--- src/rtl/aclk_pkg.sv ---
// rtl/aclk_pkg.sv - shared types and defaults for the alarm snooze controller
package aclk_pkg;

   typedef enum logic [1:0] {
      ST_IDLE    = 2'd0,
      ST_RINGING = 2'd1,
      ST_SNOOZED = 2'd2,
      ST_DONE    = 2'd3
   } snz_state_t;

   localparam int DEF_SNOOZE_TICKS = 3000;
   localparam int DEF_RING_TICKS   = 600;
   localparam int DEF_MAX_SNOOZE   = 3;
   localparam int BEEP_PERIOD      = 10;
   localparam int BEEP_ON          = 5;

   // $clog2(1) is 0, so keep every counter at least one bit wide
   function automatic int cnt_w(input int n);
      return (n > 1) ? $clog2(n) : 1;
   endfunction

endpackage

--- src/rtl/aclk_tick_timer.sv ---
// rtl/aclk_tick_timer.sv - clearable tick counter with terminal-count flag
module aclk_tick_timer #(
   parameter int WIDTH = 4,
   parameter int LIMIT = 10,
   parameter bit WRAP  = 1'b0
) (
   input  logic             clk,
   input  logic             rst_n,
   input  logic             clear,
   input  logic             enable,
   output logic [WIDTH-1:0] count,
   output logic             tc
);

   localparam logic [WIDTH-1:0] LAST = WIDTH'(LIMIT - 1);

   assign tc = (count == LAST);

   // Non-wrapping timers hold at the terminal value instead of overflowing
   always_ff @(posedge clk or negedge rst_n) begin
      if (!rst_n) begin
         count <= '0;
      end else if (clear) begin
         count <= '0;
      end else if (enable) begin
         if (!tc) begin
            count <= count + 1'b1;
         end else if (WRAP) begin
            count <= '0;
         end
      end
   end

endmodule

--- src/rtl/aclk_snooze_ctrl.sv ---
// rtl/aclk_snooze_ctrl.sv - alarm ring/snooze/stop sequencer with beeping buzzer
module aclk_snooze_ctrl
   import aclk_pkg::*;
#(
   parameter int SNOOZE_TICKS = DEF_SNOOZE_TICKS,
   parameter int RING_TICKS   = DEF_RING_TICKS,
   parameter int MAX_SNOOZE   = DEF_MAX_SNOOZE
) (
   input  logic       clk,
   input  logic       rst_n,
   input  logic       Alarm,
   input  logic       AL_ON,
   input  logic       STOP_al,
   input  logic       SNOOZE,
   output logic       BUZZ,
   output logic       SNOOZING,
   output logic [2:0] snooze_cnt
);

   localparam int RING_W  = cnt_w(RING_TICKS);
   localparam int SNZ_W   = cnt_w(SNOOZE_TICKS);
   localparam int PHASE_W = cnt_w(BEEP_PERIOD);
   localparam logic [2:0]         MAX_CNT  = 3'(MAX_SNOOZE);
   localparam logic [PHASE_W-1:0] BEEP_END = PHASE_W'(BEEP_ON);

   snz_state_t state, next_state;

   logic alarm_q;
   logic armed;
   logic alarm_rise;

   logic               ringing, snoozed;
   logic               ring_tc, snz_tc, phase_tc_unused;
   logic [RING_W-1:0]  unused_ring_count;
   logic [SNZ_W-1:0]   unused_snz_count;
   logic [PHASE_W-1:0] phase;

   logic       buzz_d;
   logic       snoozing_d;
   logic [2:0] cnt_d;

   // armed stays low for the first cycle after reset so a held Alarm is not a rise
   assign alarm_rise = Alarm & ~alarm_q & armed;
   assign ringing    = (state == ST_RINGING);
   assign snoozed    = (state == ST_SNOOZED);

   aclk_tick_timer #(.WIDTH(RING_W), .LIMIT(RING_TICKS), .WRAP(1'b0)) u_ring_timer (
      .clk    (clk),
      .rst_n  (rst_n),
      .clear  (!ringing),
      .enable (ringing),
      .count  (unused_ring_count),
      .tc     (ring_tc)
   );

   aclk_tick_timer #(.WIDTH(SNZ_W), .LIMIT(SNOOZE_TICKS), .WRAP(1'b0)) u_snooze_timer (
      .clk    (clk),
      .rst_n  (rst_n),
      .clear  (!snoozed),
      .enable (snoozed),
      .count  (unused_snz_count),
      .tc     (snz_tc)
   );

   aclk_tick_timer #(.WIDTH(PHASE_W), .LIMIT(BEEP_PERIOD), .WRAP(1'b1)) u_phase_timer (
      .clk    (clk),
      .rst_n  (rst_n),
      .clear  (!ringing),
      .enable (ringing),
      .count  (phase),
      .tc     (phase_tc_unused)
   );

   always_ff @(posedge clk or negedge rst_n) begin
      if (!rst_n) begin
         state      <= ST_IDLE;
         alarm_q    <= 1'b0;
         armed      <= 1'b0;
         BUZZ       <= 1'b0;
         SNOOZING   <= 1'b0;
         snooze_cnt <= 3'd0;
      end else begin
         state      <= next_state;
         alarm_q    <= Alarm;
         armed      <= 1'b1;
         BUZZ       <= buzz_d;
         SNOOZING   <= snoozing_d;
         snooze_cnt <= cnt_d;
      end
   end

   // Priority: AL_ON low, then STOP_al, then SNOOZE, then timer expiry
   always_comb begin
      next_state = state;
      case (state)
         ST_IDLE: begin
            if (alarm_rise) next_state = ST_RINGING;
         end
         ST_RINGING: begin
            if (STOP_al)                           next_state = ST_DONE;
            else if (SNOOZE && snooze_cnt < MAX_CNT) next_state = ST_SNOOZED;
            else if (ring_tc)                      next_state = ST_DONE;
         end
         ST_SNOOZED: begin
            if (STOP_al)     next_state = ST_DONE;
            else if (snz_tc) next_state = ST_RINGING;
         end
         ST_DONE: begin
            if (!Alarm) next_state = ST_IDLE;
         end
         default: next_state = ST_IDLE;
      endcase
      if (!AL_ON) next_state = ST_IDLE;
   end

   // Beep only while staying in RINGING so stop/snooze/disable silence the next cycle
   always_comb begin
      buzz_d     = ringing && (next_state == ST_RINGING) && (phase < BEEP_END);
      snoozing_d = (next_state == ST_SNOOZED);
      cnt_d      = snooze_cnt;
      if (next_state == ST_IDLE) begin
         cnt_d = 3'd0;
      end else if (ringing && next_state == ST_SNOOZED) begin
         cnt_d = snooze_cnt + 3'd1;
      end
   end

endmodule

--- config.mk ---
export PLATFORM = sky130hd
export DESIGN_NAME = aclk_snooze_ctrl
export DESIGN_NICKNAME = d
export VERILOG_FILES = /design/src/rtl/aclk_pkg.sv /design/src/rtl/aclk_tick_timer.sv /design/src/rtl/aclk_snooze_ctrl.sv
export SDC_FILE = /design/constraint.sdc
export NUM_CORES = 1
export LEC_CHECK = 0
export ABC_AREA = 1
export BUFFER_PORTS_ARGS = -buffer_cell sky130_fd_sc_hd__buf_2
export CAP_MARGIN = 0
export CELL_PAD_IN_SITES_DETAIL_PLACEMENT = 0
export CELL_PAD_IN_SITES_GLOBAL_PLACEMENT = 1
export CORE_UTILIZATION = 45
export CTS_BUF_LIST = sky130_fd_sc_hd__clkbuf_8 sky130_fd_sc_hd__clkbuf_16
export DETAILED_ROUTE_END_ITERATION = 16
export PLACE_DENSITY_LB_ADDON = 0.1
export RECOVER_POWER = 100
export SLEW_MARGIN = 20
export SYNTH_ARGS = -nofsm -noshare
export SYNTH_HDL_FRONTEND = slang
export SYNTH_HIERARCHICAL = 1
export SYNTH_SLANG_ARGS = --single-unit
--- constraint.sdc ---
create_clock -name clk -period 2 [get_ports clk]
set_input_delay 0.2 -clock clk [delete_from_list [all_inputs] [get_ports clk]]
set_output_delay 0.2 -clock clk [all_outputs]
set_load 0.01 [all_outputs]
# Yosys cells after proc, flatten, opt, wreduce, memory -nomap -nowiden
# Cells that the tools add are included.
[op_classes]
add_sub_neg = 4
n_lt_le_gt_ge = 2
n_eq_ne = 10
n_mux = 17
bitwise_logic = 3
n_reduce_logical = 7
[ops]
columns = ["cell", "n"]
rows = [
  ["two-way mux 12 bit", 2],
  ["two-way mux 10 bit", 2],
  ["two-way mux 2 bit", 8],
  ["adder 12 x 1 -> 12 bit (second input constant)", 1],
  ["equality test 12 bit (second input constant)", 1],
  ["adder 10 x 1 -> 10 bit (second input constant)", 1],
  ["equality test 10 bit (second input constant)", 1],
  ["two-way mux 4 bit", 2],
  ["case mux 2 bit (4 select lines)", 1],
  ["equality test 2 bit (second input constant)", 3],
  ["two-way mux 3 bit", 2],
  ["adder 4 x 1 -> 4 bit (second input constant)", 1],
  ["equality test 2 x 1 -> 1 bit (second input constant)", 2],
  ["equality test 4 bit (second input constant)", 1],
  ["logical AND 1 bit", 4],
  ["logical NOT 2 bit", 2],
  ["less-than comparator 4 x 3 -> 1 bit (second input constant)", 1],
  ["!= test 2 bit (second input constant)", 2],
  ["adder 3 x 1 -> 3 bit (second input constant)", 1],
  ["less-than comparator 3 x 2 -> 1 bit (second input constant)", 1],
  ["bitwise AND 1 bit", 2],
  ["nonzero test 2 bit", 1],
  ["inverter 1 bit", 1],
]
[word_totals]
ff_bits = 35
in_bits = 6
output_inout_bits = 5
elab_cells = 52

# Longest topological paths before layout
# Gate-level depths: netlist of the first run.
[depth]
ltp_word = 10
depth_mapped = 13
depth_no_buf = 13

# Hierarchy
# Netlist of the first run, hierarchy kept.
[modules_own_cells]
columns = ["mod", "instances", "cells_each", "area_each_um2", "seq_area_each_um2"]
rows = [
  ["aclk_tick_timer (u_snooze_timer)", 1, 113, 787.0, 300.3],
  ["aclk_tick_timer (u_ring_timer)", 1, 90, 668.1, 250.2],
  ["aclk_snooze_ctrl", 1, 61, 501.7, 225.2],
  ["aclk_tick_timer (u_phase_timer)", 1, 38, 262.8, 100.1],
]

# Worst setup path before layout of the first run
# OpenSTA, ideal clock, no wires.
[synth_timing]
path_kind = "register to register"
start = "register u_snooze_timer.count[0]"
end = "register SNOOZING"
setup_ps = 119
t_arrival_ps = 1404
required_time_ps = 1881
slack_ps = 477
path_stages_with_launch = 12
path_buffers = 0
synth_period_minus_slack_ps = 1523
cell_sequence = "dfrtp_1 -> ha_1 -> nand2_1 -> nor2_1 -> nand2_1 -> nor2_4 -> nor2_1 -> nand2_1 -> nand2_1 -> nand2_2 -> nand3_4 -> and2_1"
[synth_between]
elab_chain_len = 6
[synth_rtl]
columns = ["element", "line", "source"]
rows = [
  ["from (decl)", "aclk_tick_timer.sv:11", "output logic [WIDTH-1:0] count,"],
  ["from (signal assigned)", "aclk_tick_timer.sv:27", "count <= count + 1'b1;"],
  ["equality test 12 bit", "aclk_tick_timer.sv:17", "assign tc = (count == LAST);"],
  ["via snz_tc", "aclk_snooze_ctrl.sv:33", "logic ring_tc, snz_tc, phase_tc_unused;"],
  ["two-way mux 2 bit", "aclk_snooze_ctrl.sv:106", "else if (snz_tc) next_state = ST_RINGING;"],
  ["two-way mux 2 bit", "aclk_snooze_ctrl.sv:105", "if (STOP_al) next_state = ST_DONE;"],
  ["case mux 2 bit (4 select lines)", "aclk_snooze_ctrl.sv:95", "case (state)"],
  ["two-way mux 2 bit", "aclk_snooze_ctrl.sv:113", "if (!AL_ON) next_state = ST_IDLE;"],
  ["equality test 2 bit", "aclk_snooze_ctrl.sv:119", "snoozing_d = (next_state == ST_SNOOZED);"],
  ["via snoozing_d", "aclk_snooze_ctrl.sv:39", "logic snoozing_d;"],
  ["to (signal assigned)", "aclk_snooze_ctrl.sv:87", "SNOOZING <= snoozing_d;"],
  ["to (decl)", "aclk_snooze_ctrl.sv:16", "output logic SNOOZING,"],
]
# The timed path passes the listed nets, and every way through them passes these cells.
# A chain may end at the register's enable or synchronous reset.

# Worst setup path in the final report of the first run
[layout_timing]
start = "register state[0]"
end = "register u_ring_timer.count[9]"
[layout_between]
elab_chain_len = 2
elab_cells_between_ends = 3
cone_classes = "eq/ne: 2; mux: 1"
[layout_rtl]
columns = ["element", "line", "source"]
rows = [
  ["from (decl)", "aclk_snooze_ctrl.sv:26", "snz_state_t state, next_state;"],
  ["from (signal assigned)", "aclk_snooze_ctrl.sv:83", "state <= next_state;"],
  ["equality test 2 x 1 -> 1 bit (*)", "aclk_snooze_ctrl.sv:44", "assign ringing = (state == ST_RINGING);"],
  ["via ringing", "aclk_snooze_ctrl.sv:32", "logic ringing, snoozed;"],
  ["!= test 2 bit (no source line) or two-way mux 10 bit (tied branches)", "-", ""],
  ["to (signal assigned)", "aclk_tick_timer.sv:27", ""],
  ["to (decl)", "aclk_tick_timer.sv:11", ""],
]
# Mark *: on every way through the listed nets, which the timed path passes. The rest lies on a longest branch.

==> flow_summary.toml, run 1 <==
[global_routing]
grt_usage_pct = 18.3
grt_max_degree = 36
grt_pass1_wl_um = 7480
antenna_found_initial = 0
grt_pass1_vias = 1698
globalRouteOverflowTotal = 0

[layout]
n_antenna_cell = 0
drive_gt1_share_pct = 10.8
post_layout_nonfiller_instances = 383
nets = 326
fin_util_pct = 50.9
syn2layout_area_growth_pct = 8.23

[run]
cap_violations = 0

[synthesis]
yosysTopAreaCell = "dfrtp_1"
syn_inst = 302
synthArstFlopShare_pct = 100
synth.distinct_cells = 31
synth_top_area_share_pct = 39.5
synth_edf_count = 0
synthMostInstantiatedCell = "nand2_1"
syn-mean-instance-area_um2 = 7.35
synth_flop_cell = "dfrtp_1"
yosysWarnings = 6
synthTopCellsByArea = "dfrtp_1 39%, nand2_1 17%, nand3_1 6.3%"
synth-seq-cells = 35
seq_area_frac_synth_pct = 39.5
synthTopCellsByCount = "102 x nand2_1, 35 x dfrtp_1, 33 x inv_1, 28 x nand3_1, 26 x nor2_1"
mappedNetlistArea_mm2 = 0.00222
syn-num-nets = 313

[pwr]
seqPwrFrac_pct = 50.2
combPwrFrac_pct = 5.6
leakagePower_nw = 1.20
p_per_area_mw_per_mm2 = 596
sw_frac_of_total_pct = 22.8
p_int_mw = 1.10
switchingPower_mw = 0.327
pwr-share-clk_pct = 44.2
ir_drop_mv = 0.332

[critical_path]
start_kind = "register"
startpoint = "state[0]$_DFF_PN0_"
reg2reg_depth = 6
path_class = "register to register"
regToRegSetupSlack_ns = 0.28
cp.arrival_ns = 1.87
r2r_start = "state[0]$_DFF_PN0_"
required_ns = 2.15
cp-endpoint = "u_ring_timer/count[9]$_DFFE_PN0P_"
r2r_end = "u_ring_timer/count[9]$_DFFE_PN0P_"
cp-end-kind = "register"
cp_max_fo = 15

[routing]
routedWlPerCell_um = 11.1
via_per_inst = 4.76
vias = 1824
drt_iter0_drc = 78
drtPass1Iterations = 4
wl_um = 4260
drc = 0
ant_nets = 0

[sta]
timing.final.crit_share_pct = 85.8
rsz0062_at_grt = "no"
tns_ns = 0
slew_headroom_pct = 40.1
slew_viol_final = 0
hold_viol = 0
finalSetupViolCount = 0
tightest_slew_ns = 0.899
skew_ns = 0.00804
min_period_ns = 1.72
fmax_mhz = 582

[floorplan]
die-area_mm2 = 0.00522
io_pins = 11
dieWidth_um = 72.2
die_h_um = 72.2
start_util_pct = 47.0
row_count = 25
core_area_mm2 = 0.00472

[cts]
clockRootBuffer = "clkbuf_8"
cts_sinks = 35
cts_tree = "done"
h-tree-depth = 2
cts_setup_buffers = 0
insertion_delay_ns = 0.28
cts_buffers = 5
cts_hold_buffers = 0
cts-resized-gates = 0
clk_path_buf_depth = 2
cts.clk_slew.worst_paths_ns = 0.08

[worst_hold_path]
min_path_type = "input port to asynchronous set/reset pin"

[placement]
port_buffers = 10
dp_cells = 375
place_hpwl_um = 3030
routabilityCongestion = 0.750

[status]
status = "finished, final reports clean"
## area by class of cell
class / instances / area (um2)
fillers: 483 / 2320
multi-input cells: 225 / 1140
flip-flops and latches: 35 / 876
inverters: 37 / 139
well taps: 67 / 83.8
clock buffers: 5 / 68.8
repair buffers: 11 / 51.3
clock inverters: 3 / 43.8
## layer usage
metal / global-route usage [%] / part of all wire (%) / wire, um
met3: 4.17 / 1.6 / 70
met2: 30.6 / 45 / 1930
met1: 23.9 / 53 / 2240
met5: 0 / 0 / 0
met4: 5.01 / 0.35 / 15
## per-stage QoR
stage	setup WS, ns	instance area (um2)	total power [mW]	hold slack (ns)
4_1_cts	0.319	2430	1.47	0.0175
6_report	0.283	2400	1.43	0.0300
2_1_floorplan	0.477	2220	0.787	-0.0956
3_3_place_gp	0.341	2320	0.819	0.330
3_5_place_dp	0.326	2320	0.818	0.326
5_1_grt	0.0855	2400	1.50	0.0145
## worst min-delay path by stage
stage / start / slack [ns] / cells after the start / endpoint
after floorplan: rst_n / -0.1 / 0 / BUZZ$_DFF_PN0_
after global placement: Alarm / 0.33 / 1 / alarm_q$_DFF_PN0_
after detailed placement: rst_n / 0.33 / 1 / u_snooze_timer/count[6]$_DFFE_PN0P_
after CTS: rst_n / 0.02 / 1 / u_snooze_timer/count[4]$_DFFE_PN0P_
after global routing: Alarm / 0.01 / 1 / alarm_q$_DFF_PN0_
final: rst_n / 0.03 / 1 / u_ring_timer/count[7]$_DFFE_PN0P_
## flip-flops by register name (all words and copies together) (netlist names), 2 cells and up
name,cells
snooze_cnt,3
state,2
u_phase_timer/count,4
u_ring_timer/count,10
u_snooze_timer/count,12
## kinds of logic (layout without fill, tap and decap cells)
group,Yosys count,after routing,synth area share [%]
simple gates,197,197,42.2
buf+inv,42,56,8.29
flops,35,35,39.5
compound gates,15,15,4.34
xor+xnor,7,7,2.76
fa+ha+maj,5,5,2.82
other cells,1,1,0.169
## worst max-delay path, cell delays in order, from the launching register on
cell and delay, ns:
dfrtp_1 0.43, inv_1 0.13, nor2_4 0.04, buf_4 0.17, or2_2 0.27, nand2_1 0.37, o21ai_0 0.16
## power by group through the flow
stage / clock network, mW / registers (mW) / logic (mW)
detailed placement: 0 / 0.732 / 0.0858
finish: 0.633 / 0.718 / 0.0802
CTS: 0.663 / 0.718 / 0.0861
global placement: 0 / 0.733 / 0.0867
floorplan: 0 / 0.732 / 0.0551
global route: 0.691 / 0.719 / 0.0935
## cells in the final DEF, fill, tap and decap left out, types with 3 or more instances in the layout
cell type / synthesis / layout
inv_2: 4 / 3
a21oi_1: 4 / 4
ha_1: 5 / 5
nand3_1: 28 / 28
clkbuf_8: 0 / 5
inv_1: 33 / 34
o21ai_0: 4 / 6
clkbuf_1: 0 / 5
nand2_2: 4 / 3
nor2_4: 6 / 6
dfrtp_1: 35 / 35
nand2_1: 102 / 104
buf_2: 2 / 4
nand4_1: 18 / 18
nor2_1: 26 / 28
xor2_1: 7 / 7
(Power assumes the default switching activity.)
==> run 2: changes to the inputs <==
--- a/config.mk
+++ b/config.mk
@@ -8,12 +8,10 @@
 export ABC_AREA = 1
 export BUFFER_PORTS_ARGS = -buffer_cell sky130_fd_sc_hd__buf_2
 export CAP_MARGIN = 0
-export CELL_PAD_IN_SITES_DETAIL_PLACEMENT = 0
-export CELL_PAD_IN_SITES_GLOBAL_PLACEMENT = 1
-export CORE_UTILIZATION = 45
+export CORE_UTILIZATION = 61
 export CTS_BUF_LIST = sky130_fd_sc_hd__clkbuf_8 sky130_fd_sc_hd__clkbuf_16
 export DETAILED_ROUTE_END_ITERATION = 16
-export PLACE_DENSITY_LB_ADDON = 0.1
+export PLACE_DENSITY = 0.79
 export RECOVER_POWER = 100
 export SLEW_MARGIN = 20
 export SYNTH_ARGS = -nofsm -noshare
==> flow_summary.toml, run 2 (synthesized netlist as in run 1, its figures left out) <==
[routing]
drtPass1Iterations = 4
ant_nets = 0
drt_iter0_drc = 145
via_per_inst = 5.22
routedWlPerCell_um = 11.7
wl_um = 4220
drc = 0
vias = 1889

[global_routing]
met2_usage_pct = 42.7
grt_pass1_vias = 1818
grt_usage_pct = 25.4
antenna_found_initial = 0
grt_max_degree = 36
grt.busiest_layer = "met2"
use_met3_pct = 5.51
globalRouteOverflowTotal = 0
use_met1_pct = 32.4
grt_pass1_wl_um = 7860

[sta]
skew_ns = 0.00824
timing.final.crit_share_pct = 87.1
min_period_ns = 1.74
slew_headroom_pct = -25.0
finalSetupViolCount = 0
tns_ns = 0
tightest_slew_ns = 1.87
slew_viol_final = 36
hold_viol = 0
hold_slack_ns = 0.0301
fin_ws_ns = 0.258
rsz0062_at_grt = "no"
fmax_mhz = 574

[critical_path]
path_cells = "ha_1 -> nand2_1 -> nor2_1 -> nand3_1 -> inv_1 -> nor2_1 -> nand2_1 -> nand2_1 -> a21oi_4 -> nand4_1 -> nand2_1"
start_kind = "register"
regToRegSetupSlack_ns = 0.26
cp-end-kind = "register"
reg2reg_depth = 11
cp.arrival_ns = 1.98
path_delay_family = "simple AND/OR/NAND/NOR gates"
required_ns = 2.24
slowest_stage = "dfrtp_1"
r2r_end = "snooze_cnt[2]$_DFFE_PN0P_"
cp_max_fo = 6
r2r_start = "u_ring_timer/count[0]$_DFFE_PN0P_"
cp.depth = 11
max_stage_delay_ns = 0.39
worst-path-buf-inv = 1
cp_common_cell = "nand2_1"
path_class = "register to register"

[floorplan]
die-area_mm2 = 0.00388
core_area_mm2 = 0.00342
start_util_pct = 65.0
dieWidth_um = 62.3
io_pins = 11
die_h_um = 62.3
row_count = 21

[pwr]
p_per_area_mw_per_mm2 = 562
ir_drop_mv = 0.458
leakagePower_nw = 1.17
power_mw = 1.32

[layout]
syn2layout_area_growth_pct = 5.75
post_layout_nonfiller_instances = 362
mostFrequentLayoutCells = "103 x nand2_1, 35 x dfrtp_1, 35 x inv_1"
design_area_mm2 = 0.00235
n_antenna_cell = 0
final_common_cell = "nand2_1"
fin_util_pct = 68.7
top_register = "u_snooze_timer/count"
nets = 326
drive_gt1_share_pct = 10.1
top_regs = "u_snooze_timer/count x12, u_ring_timer/count x10, u_phase_timer/count x4"
largest_register_ffs = 12

[worst_hold_path]
worstHoldEndpoint = "alarm_q$_DFF_PN0_"
min_path_cells = 1
hold_start = "Alarm"
min_path_type = "input port to register"

[cts]
cts_tree = "done"
clk_path_buf_depth = 2
cts.clk_slew.worst_paths_ns = 0.08
h-tree-depth = 2
cts_sinks = 35
cts-resized-gates = 0
cts_hold_buffers = 0
insertion_delay_ns = 0.29
cts_setup_buffers = 0
cts_buffers = 5
clockRootBuffer = "clkbuf_8"

[placement]
post-place-ws_ns = 0.328
routabilityCongestion = 0.814
placed_cell_area_mm2 = 0.00229
dp_cells = 354
place_hpwl_um = 2980
port_buffers = 10

[run]
cap_violations = 1

[status]
status = "finished, violations left"
violations = "capacitance limit, slew limit"
-- run 2: final cells by class --
class / instances / area [um2]
Tap cell: 46 / 57.6
Timing Repair Buffer: 11 / 50.0
Sequential cell: 35 / 876
Multi-Input combinational cell: 225 / 1140
Clock inverter: 3 / 20.0
Inverter: 37 / 139
Clock buffer: 5 / 68.8
Fill cell: 293 / 1070
-- run 2: per-layer routing --
metal	share of wire, %	vias up
met4	0.88	0
met5	0	-
li1	-	985
met1	48	869
met2	47	31
met3	3.8	4
-- run 2: power by group --
| part | internal [mW] | switching (mW) | leakage, nW |
|---|---|---|---|
| Combinational | 0.0203 | 0.0608 | 0.650 |
| Clock | 0.242 | 0.277 | 0.0402 |
| Sequential | 0.713 | 0.00543 | 0.484 |
-- run 2: worst max path at each step --
stage,end,from
global route,u_ring_timer/count[9]$_DFFE_PN0P_,rst_n
CTS,snooze_cnt[2]$_DFFE_PN0P_,u_snooze_timer/count[1]$_DFFE_PN0P_
detailed placement,snooze_cnt[2]$_DFFE_PN0P_,u_snooze_timer/count[1]$_DFFE_PN0P_
finish,snooze_cnt[2]$_DFFE_PN0P_,u_ring_timer/count[0]$_DFFE_PN0P_
floorplan,SNOOZING$_DFF_PN0_,u_snooze_timer/count[0]$_DFFE_PN0P_
global placement,SNOOZING$_DFF_PN0_,u_snooze_timer/count[1]$_DFFE_PN0P_
-- run 2: worst register-to-register path, stage by stage (launching register included) --
cell and delay (ns):
dfrtp_1 0.39, ha_1 0.21, nand2_1 0.13, nor2_1 0.19, nand3_1 0.13, inv_1 0.07
nor2_1 0.04, nand2_1 0.06, nand2_1 0.08, a21oi_4 0.22, nand4_1 0.11, nand2_1 0.07
